$ cat config.mk
export PLATFORM = sky130hd
export DESIGN_NAME = bit_sync_filt
export DESIGN_NICKNAME = d
export VERILOG_FILES = /design/src/rtl/bit_sync_filt_pkg.sv /design/src/rtl/bit_sync_filt_chan.sv /design/src/rtl/bit_sync_filt.sv
export SDC_FILE = /design/constraint.sdc
export NUM_CORES = 1
export LEC_CHECK = 0
export ABC_AREA = 1
export ABC_CLOCK_PERIOD_IN_PS = 1760
export BUFFER_PORTS_ARGS = -buffer_cell sky130_fd_sc_hd__buf_2
export CAP_MARGIN = 25
export CELL_PAD_IN_SITES_DETAIL_PLACEMENT = 0
export CELL_PAD_IN_SITES_GLOBAL_PLACEMENT = 1
export CORE_MARGIN = 8
export CORE_UTILIZATION = 43
export CTS_CLUSTER_DIAMETER = 200
export DETAILED_ROUTE_END_ITERATION = 8
export PLACE_DENSITY = 0.82
export SETUP_SLACK_MARGIN = 0.1
export SLEW_MARGIN = 20
export SYNTH_ARGS = -nofsm -noshare
export SYNTH_HDL_FRONTEND = slang
export SYNTH_SLANG_ARGS = --single-unit
$ cat constraint.sdc
create_clock -name CLK -period 1.76 [get_ports CLK]
set_input_delay 0.176 -clock CLK [delete_from_list [all_inputs] [get_ports CLK]]
set_output_delay 0.176 -clock CLK [all_outputs]
set_load 0.005 [all_outputs]
$ cat src/rtl/bit_sync_filt_pkg.sv
// Shared system defaults for the bit synchronizer and helpers used by its channel logic.
package bit_sync_filt_pkg;

    localparam int unsigned DEF_NUM_STAGES = 32'd2;
    localparam int unsigned DEF_BUS_WIDTH  = 32'd4;
    localparam int unsigned DEF_FILT_LEN   = 32'd4;

    // Counter must be able to hold FILT_LEN-1; sized on FILT_LEN+1 so FILT_LEN=1 still gets one bit.
    function automatic int unsigned cnt_width(input int unsigned filt_len);
        return $clog2(filt_len + 32'd1);
    endfunction

endpackage

$ cat src/rtl/bit_sync_filt_chan.sv
// One synchronized channel: flop chain, stability filter and registered edge pulses.
module bit_sync_filt_chan
    import bit_sync_filt_pkg::*;
#(
    parameter int unsigned NUM_STAGES = DEF_NUM_STAGES,
    parameter int unsigned FILT_LEN   = DEF_FILT_LEN
) (
    input  logic CLK,
    input  logic RST,
    input  logic async_in,
    input  logic filt_en,
    output logic sync_out,
    output logic rise_pulse,
    output logic fall_pulse,
    output logic chg_nxt
);

    localparam int unsigned CW = cnt_width(FILT_LEN);

    logic [NUM_STAGES-1:0] chain_r;
    logic [CW-1:0]         cnt_r;
    logic [CW-1:0]         cnt_nxt_s;
    logic                  s_out_s;
    logic                  sync_r;
    logic                  sync_nxt_s;
    logic                  rise_nxt_s;
    logic                  fall_nxt_s;
    logic                  rise_r;
    logic                  fall_r;

    assign s_out_s = chain_r[NUM_STAGES-1];

    // Metastability chain: stage 0 samples the asynchronous input.
    always_ff @(posedge CLK or posedge RST) begin
        if (RST) begin
            chain_r <= {NUM_STAGES{1'b0}};
        end else begin
            chain_r <= {chain_r[NUM_STAGES-2:0], async_in};
        end
    end

    // Filter decision: a new level is accepted only after it has differed from SYNC for FILT_LEN edges.
    always_comb begin
        cnt_nxt_s  = cnt_r;
        sync_nxt_s = sync_r;
        if (!filt_en) begin
            cnt_nxt_s  = {CW{1'b0}};
            sync_nxt_s = s_out_s;
        end else if (s_out_s == sync_r) begin
            cnt_nxt_s  = {CW{1'b0}};
        end else if (cnt_r == CW'(FILT_LEN - 32'd1)) begin
            cnt_nxt_s  = {CW{1'b0}};
            sync_nxt_s = s_out_s;
        end else begin
            cnt_nxt_s  = cnt_r + CW'(32'd1);
        end
    end

    // Edges are taken from the next-state value so pulses land in the same cycle SYNC changes.
    always_comb begin
        rise_nxt_s = sync_nxt_s & ~sync_r;
        fall_nxt_s = ~sync_nxt_s & sync_r;
    end

    // Filter counter, synchronized level and edge pulse registers.
    always_ff @(posedge CLK or posedge RST) begin
        if (RST) begin
            cnt_r  <= {CW{1'b0}};
            sync_r <= 1'b0;
            rise_r <= 1'b0;
            fall_r <= 1'b0;
        end else begin
            cnt_r  <= cnt_nxt_s;
            sync_r <= sync_nxt_s;
            rise_r <= rise_nxt_s;
            fall_r <= fall_nxt_s;
        end
    end

    assign sync_out   = sync_r;
    assign rise_pulse = rise_r;
    assign fall_pulse = fall_r;
    assign chg_nxt    = rise_nxt_s | fall_nxt_s;

endmodule

$ cat src/rtl/bit_sync_filt.sv
// Multi-channel synchronizer with optional glitch filter and per-channel rise/fall pulses.
module bit_sync_filt
    import bit_sync_filt_pkg::*;
#(
    parameter int unsigned NUM_STAGES = DEF_NUM_STAGES,
    parameter int unsigned BUS_WIDTH  = DEF_BUS_WIDTH,
    parameter int unsigned FILT_LEN   = DEF_FILT_LEN
) (
    input  logic                 CLK,
    input  logic                 RST,
    input  logic [BUS_WIDTH-1:0] ASYNCH,
    input  logic                 FILT_EN,
    output logic [BUS_WIDTH-1:0] SYNC,
    output logic [BUS_WIDTH-1:0] RISE_PULSE,
    output logic [BUS_WIDTH-1:0] FALL_PULSE,
    output logic                 ANY_CHG
);

    if (NUM_STAGES < 32'd2) begin : g_bad_stages
        $error("bit_sync_filt: NUM_STAGES must be >= 2");
    end
    if (BUS_WIDTH < 32'd1) begin : g_bad_width
        $error("bit_sync_filt: BUS_WIDTH must be >= 1");
    end
    if (FILT_LEN < 32'd1) begin : g_bad_filt
        $error("bit_sync_filt: FILT_LEN must be >= 1");
    end

    logic [BUS_WIDTH-1:0] chg_nxt_s;
    logic                 any_chg_r;

    for (genvar i = 0; i < BUS_WIDTH; i++) begin : g_chan
        bit_sync_filt_chan #(
            .NUM_STAGES (NUM_STAGES),
            .FILT_LEN   (FILT_LEN)
        ) u_chan (
            .CLK        (CLK),
            .RST        (RST),
            .async_in   (ASYNCH[i]),
            .filt_en    (FILT_EN),
            .sync_out   (SYNC[i]),
            .rise_pulse (RISE_PULSE[i]),
            .fall_pulse (FALL_PULSE[i]),
            .chg_nxt    (chg_nxt_s[i])
        );
    end

    // Registered OR of the per-channel next-cycle pulses keeps ANY_CHG aligned with the pulses.
    always_ff @(posedge CLK or posedge RST) begin
        if (RST) begin
            any_chg_r <= 1'b0;
        end else begin
            any_chg_r <= |chg_nxt_s;
        end
    end

    assign ANY_CHG = any_chg_r;

endmodule
; ---- After elaboration in Yosys (flattened, before gate mapping)
; Index checks and enable logic that the tools add are counted.
[op_classes]
n_addsub = 4
n_reduce_logical = 1
bitwise_logic = 20
eq_ne = 8
muxes = 24
[ops]
columns = op, count
row1 = 3-bit 2-to-1 mux, 12
row2 = 3-bit by 1-bit adder with 3-bit output (second input constant), 4
row3 = 3-bit by 2-bit equality test with 1-bit output (second input constant), 4
row4 = 1-bit 2-to-1 mux, 12
row5 = 1-bit AND, 8
row6 = 1-bit inverter, 8
row7 = 1-bit equality test, 4
row8 = 1-bit bitwise OR, 4
row9 = 4-bit OR reduction, 1
[word_totals]
in_bits = 7
output_inout_bits = 13
wordCells = 78
reg_bits = 33

; ---- Logic depth before layout (Yosys ltp)
; Gate-level depths: netlist (run 1).
[depth]
ltp_word = 8
mapped_depth = 8
depth_no_buf = 8

; ---- Cells and area by module
; A second synthesis (run 1) with hierarchy kept.
[hier_totals]
hier_cells = 136
area_unflattened_um2 = 1318.8
[modules_own_cells]
columns = module, n_inst, area_per_inst_um2, cells_per_inst, seq_area_each_um2
row1 = bit_sync_filt_chan at g_chan[1].u_chan ..., 3, 320.3, 33, 200.2
row2 = bit_sync_filt_chan at g_chan[0].u_chan, 1, 317.8, 32, 200.2
row3 = bit_sync_filt, 1, 40.0, 5, 25.0

; ---- Worst setup path before layout (run 1)
; No wires, ideal clock.
[synth_path]
path_type = register to register
from = reg g_chan[3].u_chan.cnt_r[0]
to = reg any_chg_r (netlist: ANY_CHG)
period_less_slack_ps = 1315
n_path_buf = 0
required_ps = 1630
setup_time_ps = 130
stages_incl_launch_ff = 8
path_slack_ps = 445
t_arrival_ps = 1185
cell_sequence = dfrtp_1 -> ha_1 -> inv_1 -> nand2_1 -> nand3_1 -> nand2_1 -> ha_1 -> nand4_1
[synth_via]
elab_chain_cells = 8
elab_cells_between_ends = 9
classes_between = eq/ne (1) / mux (3) / bitwise (4) / reduce/logical (1)
[synth_lines]
columns = item, line
row1 = start: declaration, bit_sync_filt_chan.sv:21  ; logic [CW-1:0] cnt_r;
row2 = start signal: assignment, bit_sync_filt_chan.sv:68  ; cnt_r <= {CW{1'b0}};
row3 = start signal: assignment, bit_sync_filt_chan.sv:73  ; cnt_r <= cnt_nxt_s;
row4 = 3-bit by 2-bit equality test with 1-bit output *, bit_sync_filt_chan.sv:51  ; end else if (cnt_r == CW'(FILT_LEN - 32'd1)) begin
row5 = 1-bit 2-to-1 mux *, bit_sync_filt_chan.sv:51
row6 = 1-bit 2-to-1 mux *, bit_sync_filt_chan.sv:49  ; end else if (s_out_s == sync_r) begin
row7 = 1-bit 2-to-1 mux *, bit_sync_filt_chan.sv:46  ; if (!filt_en) begin
row8 = named net g_chan[3].u_chan.sync_nxt_s, bit_sync_filt_chan.sv:25  ; logic sync_nxt_s;
row9 = 1-bit inverter, bit_sync_filt_chan.sv:62  ; fall_nxt_s = ~sync_nxt_s & sync_r;
row10 = 1-bit AND, bit_sync_filt_chan.sv:62
row11 = 1-bit bitwise OR *, bit_sync_filt_chan.sv:83  ; assign chg_nxt = rise_nxt_s | fall_nxt_s;
row12 = 4-bit OR reduction *, bit_sync_filt.sv:53  ; any_chg_r <= |chg_nxt_s;
row13 = end signal: assignment, bit_sync_filt.sv:53
row14 = end: declaration, bit_sync_filt.sv:30  ; logic any_chg_r;
; Mark *: on every way through the listed nets, which the timed path passes. The rest lies on a longest branch.

; ---- Worst setup path in the final report (run 1)
[layout_path]
from = reg g_chan[1].u_chan.cnt_r[0]
to = reg any_chg_r (netlist: ANY_CHG)
[layout_via]
elab_chain_cells = 8
elab_cells_between_ends = 9
classes_between = eq/ne (1) / mux (3) / bitwise (4) / reduce/logical (1)
[layout_lines]
columns = item, line
row1 = start: declaration, bit_sync_filt_chan.sv:21
row2 = start signal: assignment, bit_sync_filt_chan.sv:68
row3 = start signal: assignment, bit_sync_filt_chan.sv:73
row4 = 3-bit by 2-bit equality test with 1-bit output *, bit_sync_filt_chan.sv:51
row5 = 1-bit 2-to-1 mux *, bit_sync_filt_chan.sv:51
row6 = 1-bit 2-to-1 mux *, bit_sync_filt_chan.sv:49
row7 = 1-bit 2-to-1 mux *, bit_sync_filt_chan.sv:46
row8 = named net g_chan[1].u_chan.sync_nxt_s, bit_sync_filt_chan.sv:25
row9 = 1-bit inverter, bit_sync_filt_chan.sv:62
row10 = 1-bit AND, bit_sync_filt_chan.sv:62
row11 = 1-bit bitwise OR *, bit_sync_filt_chan.sv:83
row12 = 4-bit OR reduction *, bit_sync_filt.sv:53
; Marks and branches as above.

==> flow_metrics.py, run 1 <==
metrics = {
    "critical_path": {
        "worstPathRequired_ns": 1.97,
        "critical_path.max_stage_delay_ns": 0.39,
        "worstSetupPathType": "reg2reg",
        "path_cells": "ha_1, inv_1, nand2_1, nand3_1, nand2_1, ha_1, nand4_1",
        "cp_max_fo": 3,
        "critical-path-top-delay-family": "adder cells",
        "endpoint_kind": "register",
        "crit_path_top_delay_cell": "dfrtp_1",
        "crit_buf_inv": 1,
        "critPathLaunchType": "register",
        "arrival_ns": 1.64,
        "reg2reg_slack_ns": 0.33,
    },
    "floorplanning": {
        "start_util": 0.4529,
        "dieArea_sq_mm": 0.005738,
        "rows": 21,
        "coreArea_sq_mm": 0.003390,
        "top_level_ports": 20,
        "die_y_microns": 75.75,
        "die_w_microns": 75.75,
    },
    "timing": {
        "clock_skew_ns": 0.002974,
        "worst_slack_ns": 0.3295,
        "hold_viol_final": 0,
        "rsz0062_at_grt": "false",
        "fin_tns_setup_ns": 0,
        "whs_ns": 0.2732,
        "max_slew_margin": 0.7352,
        "slew_violations": 0,
        "worst_slew_pin_slew_ns": 0.3972,
        "layout_min_cycle_time_ns": 1.431,
        "fmax_ghz": 0.6991,
        "setup_viol": 0,
        "post-route-period-util": 0.8128,
    },
    "grt": {
        "grt_pass1_wl_microns": 4077,
        "grt_usage": 0.09575,
        "antenna_found_initial": 0,
        "grt_overflow": 0,
        "grt_pass1_vias": 960,
        "grt_max_degree": 34,
    },
    "power_and_ir_drop": {
        "p_leak_nw": 0.9040,
        "pwr-share-seq": 0.582,
        "fin_total_pwr_mw": 1.441,
        "ir_worst_vdd_uv": 448.3,
        "p_comb_frac": 0.134,
        "p_clk_frac": 0.284,
        "p_sw_mw": 0.3630,
        "p_sw_frac": 0.2518,
        "p_int_mw": 1.078,
        "power.density_mw_per_mm2": 858.3,
    },
    "place": {
        "dp_hpwl_microns": 1739,
        "place_area_sq_mm": 0.001574,
        "gp_congestion": 0.7886,
        "post-place-ws_ns": 0.3269,
        "io_buffers": 19,
        "dp_cells": 206,
    },
    "synth": {
        "yosys_warnings": 0,
        "syn-cell-area_sq_mm": 0.001535,
        "syn_nets": 173,
        "syn_avg_cell_area_sq_um": 9.969,
        "synth-seq-area-share": 0.5379,
        "netlist_instances": 154,
        "yosysUniqueCellTypes": 14,
        "synth_seq_cells": 33,
    },
    "clocking": {
        "htreeDepth": 2,
        "ctsResizeCount": 0,
        "clk-insertion-delay-late_ns": 0.32,
        "numCtsBuffers": 5,
        "cts.path.max_buffers": 2,
        "clock_sinks": 33,
        "cts_tree": "yes",
        "ctsHoldBuffers": 5,
        "cts_setup_buffers": 0,
        "clock-root-buffer": "clkbuf_4",
        "path_clk_slew_ns": 0.09,
    },
    "layout": {
        "syn2layout_area_growth_pct": 9.372,
        "finalNonFillerCells": 218,
        "diodes": 0,
        "utilization": 0.4954,
        "layout.nets": 191,
        "drive_above_1_share": 0.2500,
        "stdcell_area_sq_mm": 0.001679,
    },
    "detailed_routing": {
        "wl_per_cell_microns": 10.39,
        "vias": 983,
        "drtIter0Drc": 23,
        "drcViolationCount": 0,
        "antenna_left": 0,
        "drt-total-wl_microns": 2264,
        "first_pass_iters": 4,
        "via_per_inst": 4.509,
    },
    "status": {
        "status": "finished, final reports clean",
    },
    "job": {
        "maxCapViolations": 0,
    },
    "hold_path": {
        "hold_class": "in2reg",
    },
}
==> worst min-delay path: cells and delay by family <==
family | cells | cell delay (ns)
buffers and inverters | 1 | 0.23
AND/OR/NAND/NOR | 2 | 0.15
==> Yosys cell counts <==
cell type / count / area [sq um]
inv_2: 4 / 15.01
o21ai_2: 3 / 26.28
dfrtp_1: 33 / 825.8
nand2_1: 39 / 146.4
nand3_1: 16 / 80.08
nand4_1: 1 / 6.260
ha_1: 12 / 150.1
nor2_2: 5 / 31.28
buf_12: 1 / 20.02
nor2_1: 7 / 26.28
buf_6: 1 / 11.26
nand3_2: 5 / 50.05
buf_4: 12 / 90.09
inv_1: 15 / 56.30
==> per-layer routing <==
metal,vias to the layer above,wire length [microns],track usage
li1,503,-,-
met1,453,997,0.1013
met2,23,1079,0.1540
met3,4,159,0.05132
met4,0,28,0.04264
met5,-,0,0
==> sequential cells by signal (all words and copies together), names as in the netlist <==
name and cells:
ANY_CHG 1, g_chan.u_chan.rise_pulse 4, g_chan.u_chan.chain_r 8, g_chan.u_chan.fall_pulse 4
g_chan.u_chan.sync_out 4, g_chan.u_chan.cnt_r 12
==> cell type report <==
type / instances / area (sq um)
flip-flops and latches: 33 / 825.8
inverters: 19 / 71.32
multi-input cells: 88 / 516.7
clock buffers: 7 / 55.05
well taps: 46 / 57.56
fillers: 308 / 1710
repair buffers: 25 / 152.6
==> kinds of logic after synthesis <==
family,synth area share
AOI/OAI and AO/OA,0.01712
adders and majority gates,0.09780
buffers and inverters,0.1255
DFF,0.5379
and+or+nand+nor,0.2217
==> path summary, 6_finish.rpt <==
check / cells after the start / to / startpoint
setup / recovery: 7 / ANY_CHG$_DFF_PP0_ / g_chan[1].u_chan.cnt_r[0]$_DFF_PP0_
hold / removal: 3 / g_chan[2].u_chan.cnt_r[0]$_DFF_PP0_ / FILT_EN
setup reg to reg: 7 / ANY_CHG$_DFF_PP0_ / g_chan[1].u_chan.cnt_r[0]$_DFF_PP0_
hold reg to reg: 0 / g_chan[0].u_chan.chain_r[1]$_DFF_PP0_ / g_chan[0].u_chan.chain_r[0]$_DFF_PP0_
max in group asynchronous: 4 / g_chan[0].u_chan.cnt_r[0]$_DFF_PP0_ / RST
min in group asynchronous: 4 / g_chan[1].u_chan.cnt_r[0]$_DFF_PP0_ / RST
==> power by group through the flow <==
stage / Sequential (mW) / Combinational (mW) / Clock (mW)
6_report: 0.839 / 0.193 / 0.409
5_1_grt: 0.846 / 0.232 / 0.461
3_3_place_gp: 0.853 / 0.185 / 0
3_5_place_dp: 0.856 / 0.191 / 0
4_1_cts: 0.841 / 0.200 / 0.434
2_1_floorplan: 0.848 / 0.167 / 0
==> cells in the final DEF (no fill, tap or decap) <==
cell type      synthesis  final
buf_2                  0     19
buf_4                 12      1
clkbuf_1               0      1
clkbuf_4               0      5
clkbuf_8               0      1
dfrtp_1               33     33
dlygate4sd3_1          0      5
ha_1                  12     12
inv_1                 15     15
inv_2                  4      4
nand2_1               39     39
nand3_1               16     16
nand3_2                5      5
nand4_1                1      1
nor2_1                 7      7
nor2_2                 5      5
o21ai_2                3      3
No activity file was read; power rests on OpenSTA's default activity.
==> run 2, diff against run 1 <==
Settings changed: ABC_AREA 1 to 0, ABC_CLOCK_PERIOD_IN_PS 1760 to 1400, CORE_UTILIZATION 43 to 45.
Clock period 1.76 ns to 1.4 ns, I/O delays scaled along.
==> flow_metrics.py, run 2 <==
metrics = {
    "detailed_routing": {
        "dr_wl_met3_microns": 171,
        "route.met2.wl_microns": 1458,
        "wl_per_cell_microns": 13.53,
        "wl_met1_microns": 1098,
        "top_layer": "met4",
        "drtIter0Drc": 54,
        "via_per_inst": 4.444,
        "vias": 911,
        "first_pass_iters": 4,
        "antenna_left": 0,
        "drcViolationCount": 0,
        "drt-total-wl_microns": 2773,
    },
    "synth": {
        "synth-seq-area-share": 0.5805,
        "synth.top_cells.by_count": "33 x dfrtp_1, 13 x buf_4, 12 x ha_1, 10 x nand2_1, 7 x nor3b_2",
        "syn-cell-area_sq_mm": 0.001423,
        "synthTopCellsByArea": "dfrtp_1 58%, ha_1 11%, buf_4 6.9%",
        "synth-edff-count": 0,
        "post-synth-top-count-cell": "dfrtp_1",
        "yosysUniqueCellTypes": 17,
        "syn_avg_cell_area_sq_um": 13.81,
        "synth_seq_cells": 33,
        "syn_nets": 122,
        "netlist_instances": 103,
        "synth_area_leader_cell": "dfrtp_1",
        "yosys_warnings": 0,
        "synthArstFlopShare": 1.000,
        "synth_top_cell_area_share": 0.5805,
        "synth_ff_type": "dfrtp_1",
    },
    "floorplanning": {
        "coreArea_sq_mm": 0.003028,
        "start_util": 0.4698,
        "rows": 20,
        "top_level_ports": 20,
        "dieArea_sq_mm": 0.005216,
        "die_w_microns": 72.23,
        "die_y_microns": 72.23,
    },
    "clocking": {
        "clk-insertion-delay-late_ns": 0.33,
        "clock_sinks": 33,
        "cts.path.max_buffers": 2,
        "numCtsBuffers": 5,
        "htreeDepth": 2,
        "cts_tree": "yes",
        "clock-root-buffer": "clkbuf_4",
        "path_clk_slew_ns": 0.10,
    },
    "layout": {
        "reg_top3": "g_chan.u_chan.cnt_r: 12 flops, g_chan.u_chan.chain_r: 8 flops",
        "regMostFlops": "g_chan.u_chan.cnt_r",
        "layout_common_cells": "33 x dfrtp_1, 30 x buf_4, 19 x buf_2, 9 x buf_6, 7 x ha_2",
        "layout_commonest_cell": "dfrtp_1",
        "utilization": 0.6748,
        "drive_above_1_share": 0.6211,
        "layout.nets": 179,
        "syn2layout_area_growth_pct": 43.62,
        "diodes": 0,
        "largest_reg_flops": 12,
        "finalNonFillerCells": 205,
    },
    "timing": {
        "layout_min_cycle_time_ns": 1.614,
        "clock_skew_ns": 0.008749,
        "post-route-period-util": 1.153,
        "max_slew_margin": 0.7251,
        "worst_slack_ns": -0.2140,
        "fmax_ghz": 0.6196,
        "rsz0062_at_grt": "true",
        "setup_viol": 6,
        "hold_viol_final": 0,
        "slew_violations": 0,
        "worst_slew_pin_slew_ns": 0.4123,
    },
    "power_and_ir_drop": {
        "p_leak_nw": 1.023,
        "power.density_mw_per_mm2": 1019,
        "ir_worst_vdd_uv": 558.5,
    },
    "status": {
        "violations": "negative setup slack",
        "status": "finished, violations left",
    },
    "grt": {
        "grt_pass1_wl_microns": 4319,
        "grt_overflow": 0,
        "antenna_found_initial": 0,
        "grt_max_degree": 34,
        "grt_pass1_vias": 988,
        "grt_usage": 0.1081,
    },
    "place": {
        "io_buffers": 19,
        "dp_hpwl_microns": 1655,
        "gp_congestion": 0.6649,
        "dp_cells": 173,
    },
    "critical_path": {
        "crit_buf_inv": 0,
        "worstSetupPathType": "reg2reg",
        "critPathLaunchType": "register",
        "crit_path_top_delay_cell": "dfrtp_1",
        "critical-path-top-delay-family": "adder cells",
        "endpoint_kind": "register",
        "path_cells": "ha_2, nor2b_4, nand2b_4, mux2_4, ha_4, nand4_1",
        "arrival_ns": 1.84,
        "critical_path.max_stage_delay_ns": 0.41,
        "cp_max_fo": 2,
        "worstPathRequired_ns": 1.62,
    },
    "job": {
        "maxCapViolations": 0,
    },
    "hold_path": {
        "hold_class": "in2reg",
    },
}
[run 2: cell types whose count changed in the layout (fill, tap and decap cells not counted), sizes merged, moves of 3 or more]
cell	previous run	this run
buf	20	58
inv	19	5
mux2	0	4
mux2i	0	4
nand2	39	10
nand2b	0	4
nand3	21	0
nor2	12	3
nor3b	0	7
o21ai	3	0
xor2	0	4
[run 2: tightest hold or removal path, cell delays in order]
cell and delay, ns:
buf_2 0.18, nand2_1 0.13, nor3b_2 0.05
[run 2: final cells by class]
type	instances	area (sq um)
Multi-Input combinational cell	52	601.8
Tap cell	44	55.05
Timing Repair Buffer	63	471.7
Inverter	5	18.77
Clock buffer	7	65.06
Clock inverter	1	5.005
Sequential cell	33	825.8
Fill cell	209	984.7
[run 2: metal layers]
layer  GRT usage  vias up
met4     0.04762        0
met1      0.1070      452
met2      0.1866       19
li1            -      436
met5           0        -
met3     0.05234        4
[run 2: path summary, 6_finish.rpt]
path / startpoint / to / slack, ns / depth (start not counted)
worst max-delay path: g_chan[2].u_chan.cnt_r[0]$_DFF_PP0_ / ANY_CHG$_DFF_PP0_ / -0.21 / 6
max in group asynchronous: RST / g_chan[2].u_chan.chain_r[0]$_DFF_PP0_ / 0.68 / 4
worst min register to register: g_chan[0].u_chan.chain_r[0]$_DFF_PP0_ / g_chan[0].u_chan.chain_r[1]$_DFF_PP0_ / 0.36 / 0
worst min-delay path: FILT_EN / g_chan[2].u_chan.cnt_r[2]$_DFF_PP0_ / 0.20 / 3
min in group asynchronous: RST / g_chan[1].u_chan.cnt_r[1]$_DFF_PP0_ / 0.42 / 4
worst max register to register: g_chan[2].u_chan.cnt_r[0]$_DFF_PP0_ / ANY_CHG$_DFF_PP0_ / -0.21 / 6
[run 2: repair_timing]
action | in CTS | in global routing
endpoints found under the setup margin | 7 | 15
setup buffers | 15 | 7
pin swaps | 3 | 4
hold endpoints to repair | 37 | 0
hold buffers | 5 | 0
resized for setup | 10 | 12
[run 2: where the power goes]
| group | leakage [nW] | total (mW) | switching, mW | internal [mW] |
|---|---|---|---|---|
| clock network | 0.0413 | 0.612 | 0.321 | 0.291 |
| logic | 0.566 | 0.405 | 0.178 | 0.226 |
| registers | 0.415 | 1.07 | 0.0399 | 1.03 |
| total | 1.02 | 2.08 | 0.539 | 1.54 |
[run 2: kinds of logic after synthesis]
| logic type | Yosys count | synth area share |
|---|---|---|
| xor gates and xnor gates | 4 | 0.02462 |
| and+or+nand+nor | 28 | 0.1451 |
| buffers and inverters | 18 | 0.08179 |
| adders and majority gates | 12 | 0.1055 |
| DFF | 33 | 0.5805 |
| muxes | 8 | 0.06244 |
[run 2: through the flow]
step / hold slack (ns) / setup slack, ns / power [mW] / area, sq um / TNS (ns)
2_1_floorplan: 0.1714 / -0.1539 / 1.296 / 1471 / -0.1539
3_3_place_gp: 0.2409 / -0.1540 / 1.380 / 1674 / -0.1540
3_5_place_dp: 0.2493 / -0.2116 / 1.402 / 1674 / -0.2337
4_1_cts: 0.1935 / -0.2150 / 2.077 / 1958 / -0.4970
5_1_grt: 0.1944 / -0.2360 / 2.197 / 2043 / -0.9596
6_report: 0.2028 / -0.2140 / 2.082 / 2043 / -0.6931
==> run 3, diff against run 2 <==
==> constraint.sdc (replaced) <==
create_clock -name CLK -period 1.4 [get_ports CLK]
set_input_delay 0.28 -clock CLK [delete_from_list [all_inputs] [get_ports CLK]]
set_output_delay 0.28 -clock CLK [all_outputs]
set_load 0.005 [all_outputs]
==> flow_metrics.py, run 3 (synthesized netlist as in run 2, its figures left out) <==
metrics = {
    "critical_path": {
        "crit_buf_inv": 0,
        "arrival_ns": 1.83,
        "worstSetupPathType": "reg2reg",
        "path_cells": "ha_2, nor2b_4, nand2b_4, mux2_4, ha_4, nand4_1",
        "crit_path_top_delay_cell": "dfrtp_1",
        "worstRegToRegCells": 6,
        "critical-path-top-delay-family": "adder cells",
        "worstReg2RegStart": "g_chan[2].u_chan.cnt_r[0]$_DFF_PP0_",
        "reg2reg_slack_ns": -0.20,
        "critPathLaunchType": "register",
        "worstPathRequired_ns": 1.62,
        "cp_max_fo": 2,
        "endpoint_kind": "register",
        "r2r-end": "ANY_CHG$_DFF_PP0_",
        "critical_path.max_stage_delay_ns": 0.39,
        "crit_start": "g_chan[2].u_chan.cnt_r[0]$_DFF_PP0_",
    },
    "floorplanning": {
        "die_y_microns": 72.23,
        "rows": 20,
        "die_w_microns": 72.23,
        "coreArea_sq_mm": 0.003028,
        "start_util": 0.4698,
        "top_level_ports": 20,
        "dieArea_sq_mm": 0.005216,
    },
    "place": {
        "dp_hpwl_microns": 1661,
        "io_buffers": 19,
        "place_area_sq_mm": 0.001694,
        "gp_congestion": 0.6646,
    },
    "detailed_routing": {
        "wl_per_cell_microns": 14.08,
        "first_pass_iters": 4,
        "vias": 926,
        "drcViolationCount": 0,
        "via_per_inst": 4.452,
        "antenna_left": 0,
        "drt-total-wl_microns": 2928,
        "drtIter0Drc": 44,
    },
    "job": {
        "maxCapViolations": 0,
    },
    "grt": {
        "grt_overflow": 0,
        "grt_pass1_wl_microns": 4754,
        "grt_max_degree": 34,
        "antenna_found_initial": 0,
        "grt_usage": 0.1228,
        "grt_pass1_vias": 1044,
    },
    "power_and_ir_drop": {
        "power.density_mw_per_mm2": 1004,
        "p_leak_nw": 1.069,
        "fin_total_pwr_mw": 2.169,
        "ir_worst_vdd_uv": 679.7,
    },
    "status": {
        "violations": "negative setup slack",
        "status": "finished, violations left",
    },
    "clocking": {
        "numCtsBuffers": 5,
        "cts_tree": "yes",
        "clk-insertion-delay-late_ns": 0.35,
        "path_clk_slew_ns": 0.11,
        "clock_sinks": 33,
        "htreeDepth": 2,
        "clock-root-buffer": "clkbuf_4",
        "cts.path.max_buffers": 2,
    },
    "layout": {
        "syn2layout_area_growth_pct": 51.89,
        "diodes": 0,
        "drive_above_1_share": 0.6890,
        "layout.nets": 182,
        "stdcell_area_sq_mm": 0.002161,
        "layout_commonest_cell": "dfrtp_1",
        "utilization": 0.7136,
        "layout_common_cells": "33 x dfrtp_1, 28 x buf_4, 22 x buf_6, 15 x buf_2, 7 x nor3b_2",
        "reg_top3": "g_chan.u_chan.cnt_r: 12 flops, g_chan.u_chan.chain_r: 8 flops",
        "regMostFlops": "g_chan.u_chan.cnt_r",
        "largest_reg_flops": 12,
    },
    "timing": {
        "clock_skew_ns": 0.01204,
        "layout_min_cycle_time_ns": 1.602,
        "rsz0062_at_grt": "true",
        "worst_slack_ns": -0.2017,
        "setup_viol": 5,
        "fmax_ghz": 0.6243,
        "fin_tns_setup_ns": -0.4334,
        "hold_viol_final": 0,
        "max_slew_margin": 0.7173,
        "slew_violations": 0,
        "post-route-period-util": 1.144,
        "worst_slew_pin_slew_ns": 0.4240,
    },
    "hold_path": {
        "hold_class": "in2async",
    },
}
==> run 3: cell types whose count changed in the layout (fill, tap and decap cells not counted), moves of 2 or more <==
cell,previous run,this run
buf_2,19,15
buf_4,30,28
buf_6,9,22
dlygate4sd3_1,5,0
ha_4,4,6
nand2_1,6,3
nand2_4,0,2
==> run 3: final cells by class <==
cell class	instances	area, sq um
Clock buffer	7	65.06
Tap cell	44	55.05
Fill cell	199	867.1
Sequential cell	33	825.8
Clock inverter	1	5.005
Timing Repair Buffer	66	553.0
Inverter	5	18.77
Multi-Input combinational cell	52	638.1
==> run 3: routing by layer <==
layer,share of wire,global-route usage,routed length [microns],up-vias
li1,-,-,-,438
met1,0.39,0.1210,1147,460
met2,0.53,0.2146,1562,19
met3,0.048,0.05234,141,9
met4,0.026,0.06122,76,0
met5,0,0,0,-
==> run 3: worst max path at each step <==
stage / to / slack [ns] / cells after the start
after CTS: ANY_CHG$_DFF_PP0_ / -0.21 / 6
after detailed placement: ANY_CHG$_DFF_PP0_ / -0.21 / 6
after global placement: ANY_CHG$_DFF_PP0_ / -0.15 / 6
after global routing: ANY_CHG$_DFF_PP0_ / -0.25 / 6
after floorplan: ANY_CHG$_DFF_PP0_ / -0.15 / 6
final: ANY_CHG$_DFF_PP0_ / -0.20 / 6
==> run 3: report_power, final <==
part / switching [mW] / internal [mW]
clock: 0.326 / 0.291
combinational: 0.203 / 0.284
sequential: 0.0391 / 1.03
total: 0.568 / 1.60
==> run 3: timing repair <==
action / CTS / global route
setup endpoints to repair: 12 / 21
hold buffers: 0 / 0
resized for setup: 28 / 21
pin swaps: 6 / 8
setup buffers: 26 / 10
==> run 3: through the flow <==
stage          cells  setup WS (ns)  hold WS, ns
2_1_floorplan    103        -0.1539       0.3114
3_3_place_gp     174        -0.1510       0.3328
3_5_place_dp     174        -0.2056       0.3355
4_1_cts          206        -0.2077     0.006211
5_1_grt          208        -0.2503     0.008452
6_report         208        -0.2017     0.004099
==> run 3: tightest hold or removal path, stage by stage <==
cell and delay, ns:
buf_2 0.09, inv_1 0.04, buf_4 0.37
